--- config.mk ---
export PLATFORM = sky130hd
export DESIGN_NAME = mem_access_unit
export DESIGN_NICKNAME = d
export VERILOG_FILES = /design/src/rtl/rv32i_types.sv /design/src/rtl/mem_align.sv /design/src/rtl/mem_access_unit.sv
export SDC_FILE = /design/constraint.sdc
export NUM_CORES = 1
export LEC_CHECK = 0
export CAP_MARGIN = 20
export CORE_UTILIZATION = 40
export DETAILED_ROUTE_END_ITERATION = 10
export PLACE_DENSITY = 0.77
export SKIP_CTS_REPAIR_TIMING = 1
export SYNTH_ARGS = -nofsm -noshare
export SYNTH_HDL_FRONTEND = slang
export SYNTH_SLANG_ARGS = --single-unit
--- constraint.sdc ---
create_clock -name clk -period 2.4 [get_ports clk]
set_input_delay 0.48 -clock clk [delete_from_list [all_inputs] [get_ports clk]]
set_output_delay 0.48 -clock clk [all_outputs]
set_load 0.05 [all_outputs]
--- src/rtl/rv32i_types.sv ---
// Shared RV32I load/store encodings plus the access-unit state and error types.
package rv32i_types;

  typedef enum logic [2:0] {
    F3_LB  = 3'b000,
    F3_LH  = 3'b001,
    F3_LW  = 3'b010,
    F3_LBU = 3'b100,
    F3_LHU = 3'b101
  } load_funct3_t;

  typedef enum logic [2:0] {
    F3_SB = 3'b000,
    F3_SH = 3'b001,
    F3_SW = 3'b010
  } store_funct3_t;

  typedef enum logic [1:0] {
    MAU_IDLE,
    MAU_ACCESS,
    MAU_RESP
  } mau_state_t;

  typedef enum logic [1:0] {
    ERR_NONE       = 2'd0,
    ERR_MISALIGNED = 2'd1,
    ERR_TIMEOUT    = 2'd2,
    ERR_ILLEGAL    = 2'd3
  } mau_err_t;

  function automatic logic f3_legal(input logic write, input logic [2:0] f3);
    if (write) return f3 < 3'd3;
    return (f3 != 3'd3) && (f3 < 3'd6);
  endfunction

  // Low two funct3 bits give the access size for both loads and stores.
  function automatic logic f3_misaligned(input logic [2:0] f3, input logic [1:0] lo);
    case (f3[1:0])
      2'b01:   return lo[0];
      2'b10:   return lo != 2'b00;
      default: return 1'b0;
    endcase
  endfunction

endpackage

--- src/rtl/mem_align.sv ---
// Combinational lane logic: byte enables, store-data shifting, load extraction/extension.
module mem_align
  import rv32i_types::*;
(
  input  logic [2:0]  funct3,
  input  logic [1:0]  offset,
  input  logic [31:0] wdata,
  input  logic [31:0] rdata,
  output logic [3:0]  byte_enable,
  output logic [31:0] wdata_sh,
  output logic [31:0] rdata_ext
);

  logic [31:0] shifted;
  logic [3:0]  be_base;

  always_comb begin
    shifted  = rdata >> {offset, 3'b000};
    wdata_sh = wdata << {offset, 3'b000};
    case (funct3[1:0])
      2'b00:   be_base = 4'b0001;
      2'b01:   be_base = 4'b0011;
      default: be_base = 4'b1111;
    endcase
    byte_enable = be_base << offset;
    case (load_funct3_t'(funct3))
      F3_LB:   rdata_ext = {{24{shifted[7]}}, shifted[7:0]};
      F3_LH:   rdata_ext = {{16{shifted[15]}}, shifted[15:0]};
      F3_LBU:  rdata_ext = {24'd0, shifted[7:0]};
      F3_LHU:  rdata_ext = {16'd0, shifted[15:0]};
      default: rdata_ext = rdata;
    endcase
  end

endmodule

--- src/rtl/mem_access_unit.sv ---
// Single-outstanding load/store unit: request latch, memory handshake FSM with timeout,
// and registered completion with error code.
module mem_access_unit
  import rv32i_types::*;
#(
  parameter int TIMEOUT = 1023
) (
  input  logic        clk,
  input  logic        rst,
  input  logic        req_valid,
  output logic        req_ready,
  input  logic        req_write,
  input  logic [2:0]  req_funct3,
  input  logic [31:0] req_addr,
  input  logic [31:0] req_wdata,
  output logic        rsp_valid,
  output logic [31:0] rsp_rdata,
  output logic [1:0]  rsp_err,
  output logic [31:0] mem_address,
  output logic        mem_read,
  output logic        mem_write,
  output logic [3:0]  mem_byte_enable,
  output logic [31:0] mem_wdata,
  input  logic [31:0] mem_rdata,
  input  logic        mem_resp
);

  localparam int CW = $clog2(TIMEOUT + 1);
  localparam logic [CW-1:0] CNT_LIM = CW'(TIMEOUT - 1);

  mau_state_t    state_q, state_d;
  mau_err_t      err_q, err_d;
  logic          write_q, write_d;
  logic [2:0]    funct3_q, funct3_d;
  logic [31:0]   addr_q, addr_d;
  logic [31:0]   wdata_q, wdata_d;
  logic [31:0]   rdata_q, rdata_d;
  logic [CW-1:0] cnt_q, cnt_d;

  logic [3:0]  al_be;
  logic [31:0] al_wdata, al_rdata;
  logic        in_access;

  mem_align u_align (
    .funct3      (funct3_q),
    .offset      (addr_q[1:0]),
    .wdata       (wdata_q),
    .rdata       (mem_rdata),
    .byte_enable (al_be),
    .wdata_sh    (al_wdata),
    .rdata_ext   (al_rdata)
  );

  always_ff @(posedge clk) begin
    if (rst) begin
      state_q  <= MAU_IDLE;
      err_q    <= ERR_NONE;
      write_q  <= 1'b0;
      funct3_q <= 3'd0;
      addr_q   <= 32'd0;
      wdata_q  <= 32'd0;
      rdata_q  <= 32'd0;
      cnt_q    <= '0;
    end else begin
      state_q  <= state_d;
      err_q    <= err_d;
      write_q  <= write_d;
      funct3_q <= funct3_d;
      addr_q   <= addr_d;
      wdata_q  <= wdata_d;
      rdata_q  <= rdata_d;
      cnt_q    <= cnt_d;
    end
  end

  always_comb begin
    state_d  = state_q;
    err_d    = err_q;
    write_d  = write_q;
    funct3_d = funct3_q;
    addr_d   = addr_q;
    wdata_d  = wdata_q;
    rdata_d  = rdata_q;
    cnt_d    = cnt_q;
    case (state_q)
      MAU_IDLE: if (req_valid) begin
        write_d  = req_write;
        funct3_d = req_funct3;
        addr_d   = req_addr;
        wdata_d  = req_wdata;
        cnt_d    = '0;
        if (!f3_legal(req_write, req_funct3)) begin
          state_d = MAU_RESP;
          err_d   = ERR_ILLEGAL;
          rdata_d = 32'd0;
        end else if (f3_misaligned(req_funct3, req_addr[1:0])) begin
          state_d = MAU_RESP;
          err_d   = ERR_MISALIGNED;
          rdata_d = 32'd0;
        end else begin
          state_d = MAU_ACCESS;
        end
      end
      // A response arriving on the limit cycle still counts as success.
      MAU_ACCESS: if (mem_resp) begin
        state_d = MAU_RESP;
        err_d   = ERR_NONE;
        rdata_d = write_q ? 32'd0 : al_rdata;
      end else if (cnt_q == CNT_LIM) begin
        state_d = MAU_RESP;
        err_d   = ERR_TIMEOUT;
        rdata_d = 32'd0;
      end else begin
        cnt_d = cnt_q + CW'(1);
      end
      MAU_RESP: state_d = MAU_IDLE;
      default:  state_d = MAU_IDLE;
    endcase
  end

  always_comb begin
    in_access       = (state_q == MAU_ACCESS);
    req_ready       = (state_q == MAU_IDLE);
    rsp_valid       = (state_q == MAU_RESP);
    rsp_rdata       = rdata_q;
    rsp_err         = err_q;
    mem_read        = in_access && !write_q;
    mem_write       = in_access && write_q;
    mem_address     = in_access ? {addr_q[31:2], 2'b00} : 32'd0;
    mem_byte_enable = in_access ? al_be : 4'd0;
    mem_wdata       = (in_access && write_q) ? al_wdata : 32'd0;
  end

endmodule

Word level (Yosys, flattened, before mapping)

Index checks and enable logic that the tools add are counted.

Bits in registers: 114
Latch bits: 0
RAM bits: 0
ROM bits: 0
Input bits: 104
Output and inout port bits: 106
Memories kept: 0

Add/sub/neg operators: 1
Multiply operators: 0
Divide/modulo/power cells: 0
Magnitude comparators: 2
Eq/ne operators: 15
Shift-type cells: 3
Multiplexer cells: 38
Bitwise logic cells: 0
Reduce and logical (&&, ||, !) cells: 13

Operators with widths:

| operator              | number |
|---|---|
| $mux 32               | 8 |
| $pmux 32 s4           | 1 |
| $pmux 32 s2           | 1 |
| $shl 32x5->32         | 1 |
| $shr 32x5->16         | 1 |
| $mux 10               | 3 |
| $pmux 10 s2           | 1 |
| $mux 2                | 9 |
| $add 10x1->10 const B | 1 |
| $eq 10x10->1 const B  | 1 |
| $mux 1                | 10 |
| $ne 3x2->1 const B    | 3 |
| $pmux 2 s2            | 2 |
| $pmux 4 s2            | 1 |
| $reduce_and 4->1      | 2 |
| $eq 2x1->1 const B    | 3 |
| $eq 3x3->1 const B    | 2 |
| $ne 2x2->1 const B    | 3 |
| $eq 2x2->1 const B    | 2 |
| $logic_not 2->1       | 2 |
| $mux 4                | 1 |
| $reduce_and 2->1      | 2 |
| $reduce_bool 2->1     | 2 |
| $shl 4x2->4           | 1 |
| other kinds (7)       | 9 |

Logic depth before layout (Yosys ltp)

Depth in word-level cells: 13
Depth in mapped cells: 8

Cells and area by module

A second synthesis with hierarchy kept.

Cell total of the unflattened synthesis: 750
Area, all modules: 6065.8 um^2

By module, submodules not included:

| module          | instances | cells an instance | area each (um^2) | sequential area each (um^2) |
|---|---|---|---|---|
| mem_access_unit | 1         | 561               | 4783.3           | 2282.2 |
| mem_align       | 1         | 189               | 1282.5           | 0.0 |

Worst setup path after synthesis

Ideal clock, no wire load.

Path kind: register to output
Start: reg addr_q[1]
End: out mem_wdata[24]
Arrival time: 2.612 ns
Data required time: 1.920 ns
Slack: -0.692 ns
Cell stages (with the launch flop): 6
Path buffers: 3
Cell sequence: dfxtp_1 buf_2 buf_1 buf_1 mux2i_1 a211oi_1

Word-level cells in the longest chain between the ends: 2

Ends and longest elaborated chain:

| item                   | RTL line               | RTL |
|---|---|---|
| start, declared        | mem_access_unit.sv:35  | `logic [31:0] addr_q, addr_d;` |
| start signal, assigned | mem_access_unit.sv:69  | `addr_q <= addr_d;` |
| $shl 32x5->32          | mem_align.sv:19        | `wdata_sh = wdata << {offset, 3'b000};` |
| $mux 32                | mem_access_unit.sv:131 | `mem_wdata = (in_access && write_q) ? al_wdata : 32'd0;` |
| end, declared          | mem_access_unit.sv:23  | `output logic [31:0] mem_wdata,` |

Every way passes these cells.

Final worst setup path

Start: reg state_q[1]
End: out rsp_valid

Word-level cells in the longest chain between the ends: 1

Ends and longest elaborated chain:

| item                   | RTL line               | RTL |
|---|---|---|
| start, declared        | mem_access_unit.sv:31  | `mau_state_t state_q, state_d;` |
| start signal, assigned | mem_access_unit.sv:65  | `state_q <= state_d;` |
| $eq 2x2->1             | mem_access_unit.sv:124 | `rsp_valid = (state_q == MAU_RESP);` |
| end, declared          | mem_access_unit.sv:16  | `output logic rsp_valid,` |

Every way passes these cells.

==> metrics.md <==
| Metric | Value |
|---|---|
| Status | `complete, no violations` |
| Antenna violations before repair | `0` |
| Worst path cell trace | `nor2b_1 -> clkdlybuf4s50_1` |
| Worst skew pair latency | `0.42 ns` |
| CP Max Fanout | `7` |
| TritonCTS buffer count | `17` |
| Die width | `120 um` |
| Synth unique cells | `52` |
| Most common cell after layout, fill and taps aside | `nand2_1` |
| Hold_ws | `0.448 ns` |
| Post-route DRC violation count | `0` |
| First-pass GRT wire length | `28.7 mm` |
| Area Overhead vs Synth | `73.4%` |
| Max Cap Viol | `0` |
| VDD IR-drop max | `0.509 mV` |
| CTS root buffer | `clkbuf_16` |
| Comb pwr share | `18.8%` |
| CTS Sinks | `114` |
| Final Skew | `0.00465 ns` |
| Die height | `120 um` |
| Total track usage | `25.6%` |
| Fmax | `0.434 GHz` |
| Crit Path Category | `reg -> out` |
| Fillers | `990` |
| CTS clock-pin slew for the worst setup and hold paths | `0.05 ns` |
| P_leak | `3.64 nW` |
| NetSw | `1.56 mW` |
| Setup crit start kind | `register` |
| FP Rows | `42` |
| Routed Antenna Nets | `0` |
| Arrival @ worst endpoint | `1.83 ns` |
| PD cells | `605 nW/um^2` |
| Multi-input logic area | `3240 um^2` |
| Detailed-placement wirelength estimate | `12.6 mm` |
| Synth warn | `0` |
| Post-synth ARST share | `0%` |
| Worst hold path type | `reg -> reg` |
| Yosys reg bits | `114` |
| Drt first pass iters | `5` |
| Max incr delay on CP | `0.83 ns` |
| Die ar. | `14400 um^2` |
| Cell Int Power | `4.28 mW` |
| Port buffer count | `207` |
| Ant diodes | `0` |
| Largest net degree at the start of global routing | `70` |
| Nets@finish | `1029` |
| Final hold vios | `0` |
| Fraction of layout cells with a size suffix above 1 | `21.4%` |
| Crit path from | `state_q[1]` |
| Synthesized area | `5560 um^2` |
| Commonest non-fill, non-tap cells in the layout | `nand2_1, clkdlybuf4s50_1, dfxtp_1, a21oi_1, buf_12` |
| Total Power | `5.83 mW` |
| CTS Buffer Depth | `2` |
| Worst Tran Pin Value | `0.870 ns` |
| Detailed-route vias per instance | `5.29` |
| Synth Area per Inst | `7.94 um^2` |
| Via count | `5863` |
| Number of global-route vias before repair | `5593` |
| GRT overflow | `0` |
| Clk pwr share | `45.6%` |
| Final setup vio count | `0` |
| Min Tclk post-route | `2.31 ns` |
| Syn Inst Count | `700` |
| Switching Share | `26.7%` |
| CTS tree | `built` |
| R2r startpoint | `cnt_q[0]` |
| Main synth FF type | `dfxtp_1` |
| CP endpoint kind | `primary output` |
| Post-synthesis sequential area ratio | `41.1%` |
| Slew Limit Headroom | `41.5%` |
| Seq pwr share | `35.6%` |
| Critical Path RT | `1.92 ns` |
| Detailed Route Iter0 Violations | `417` |
| Core Area | `13400 um^2` |
| Fin. max-slew vios | `0` |
| Total wire length | `18.3 mm` |
| I/O pin cnt | `210` |
| Hold_sp | `addr_q[28]` |
| Post-synth EDFFs | `0` |
| Effective utilization at floorplan | `41.5%` |
| Seq. cell area | `2290 um^2` |
| Cell family with most CP delay | `buffers and inverters` |
| Routed wire per std cell | `16.5 um` |
| Htree depth | `4` |
| Final GP Congestion | `0.873` |
| Critical-path top delay cell | `clkdlybuf4s50_1` |
| Buf+Inv Stages, Crit Path | `1` |
| Final clock period utilization by the worst path | `96.1%` |
-- stage by stage --
stage	util (%)	std cells	cell area [um^2]	setup TNS, ns	setup slack (ns)
3_5_place_dp	66.0	1068	8840	-13.40	-0.509
6_report	71.9	1108	9640	0	0.0937
4_1_cts	70.6	1099	9460	-1.46	-0.140
2_1_floorplan	-	701	5710	-4.26	-0.202
5_1_grt	71.9	1108	9640	-0.0347	-0.0180
3_3_place_gp	66.0	1068	8840	-13.03	-0.495
-- sequential cells by signal (all words and copies together), names as in the netlist --
register	flops
state_q	2
rsp_err	2
addr_q	32
funct3_q	3
cnt_q	10
write_q	1
rsp_rdata	32
wdata_q	32
-- synth_stat cells, drive strengths merged (6+ instances only) --
master    n  area, um^2
buf      12        65.1
nor3      8        40.0
o21ai    16        80.1
nor2b    13        81.3
a211oi   18         135
clkbuf   43         161
dfxtp   114        2280
nor2     46         175
nand2b   18         113
nand2   147         552
mux2i    24         240
and2     38         238
a22o     16         140
inv       7        26.3
and3      7        43.8
a21o      6        45.0
a21oi    92         460
a221o     7        70.1
-- power by group through the flow --
stage | registers, mW | logic (mW) | clock network, mW
final | 2.08 | 1.09 | 2.66
after global routing | 2.09 | 1.18 | 2.77
after floorplan | 2.14 | 0.536 | 0
after CTS | 2.08 | 1.04 | 2.69
after detailed placement | 2.12 | 1.03 | 0
after global placement | 2.11 | 1.02 | 0
-- worst register-to-register path, cell delays in order (launching register included) --
cell       delay [ns]
dfxtp_1          0.33
inv_1            0.09
ha_1             0.15
nand3_1          0.14
o31a_1           0.33
a2111oi_4        0.43
nor2_4           0.13
buf_12           0.16
a221o_1          0.35
-- routing by layer --
metal	track usage, %	routed length (um)
met2	43.4	9090
met4	9.92	395
met1	30.2	7410
met3	7.84	1370
met5	0	0
-- final cells by class --
cell class | instances | area share, %
sequential | 114 | 23.8
timing repair buffer | 255 | 33.6
tap | 176 | 2.29
clock inverter | 11 | 1.66
inverter | 8 | 0.351
clock buffer | 20 | 4.74
multi-input combinational | 524 | 33.6
-- path summary, 6_finish.rpt --
path              slack [ns]       endpoint  depth (start not counted)
setup / recovery        0.09      rsp_valid                          2
hold / removal          0.45     addr_q[28]                          2
setup reg to reg        0.17  rsp_rdata[12]                          8
hold reg to reg         0.45     addr_q[28]                          2
-- cells by family (layout without fill, tap and decap cells) --
group	after synthesis	after routing	synth area share [%]
AOI/OAI and AO/OA	185	185	21.6
other	1	2	0.0675
muxes	29	29	5.54
DFF	114	114	41.1
and+or+nand+nor	297	297	25.0
adders and majority gates	5	5	1.13
xor gates and xnor gates	6	6	0.946
buffers and inverters	63	294	4.61
Note: power is estimated with default switching activity, not from simulation.
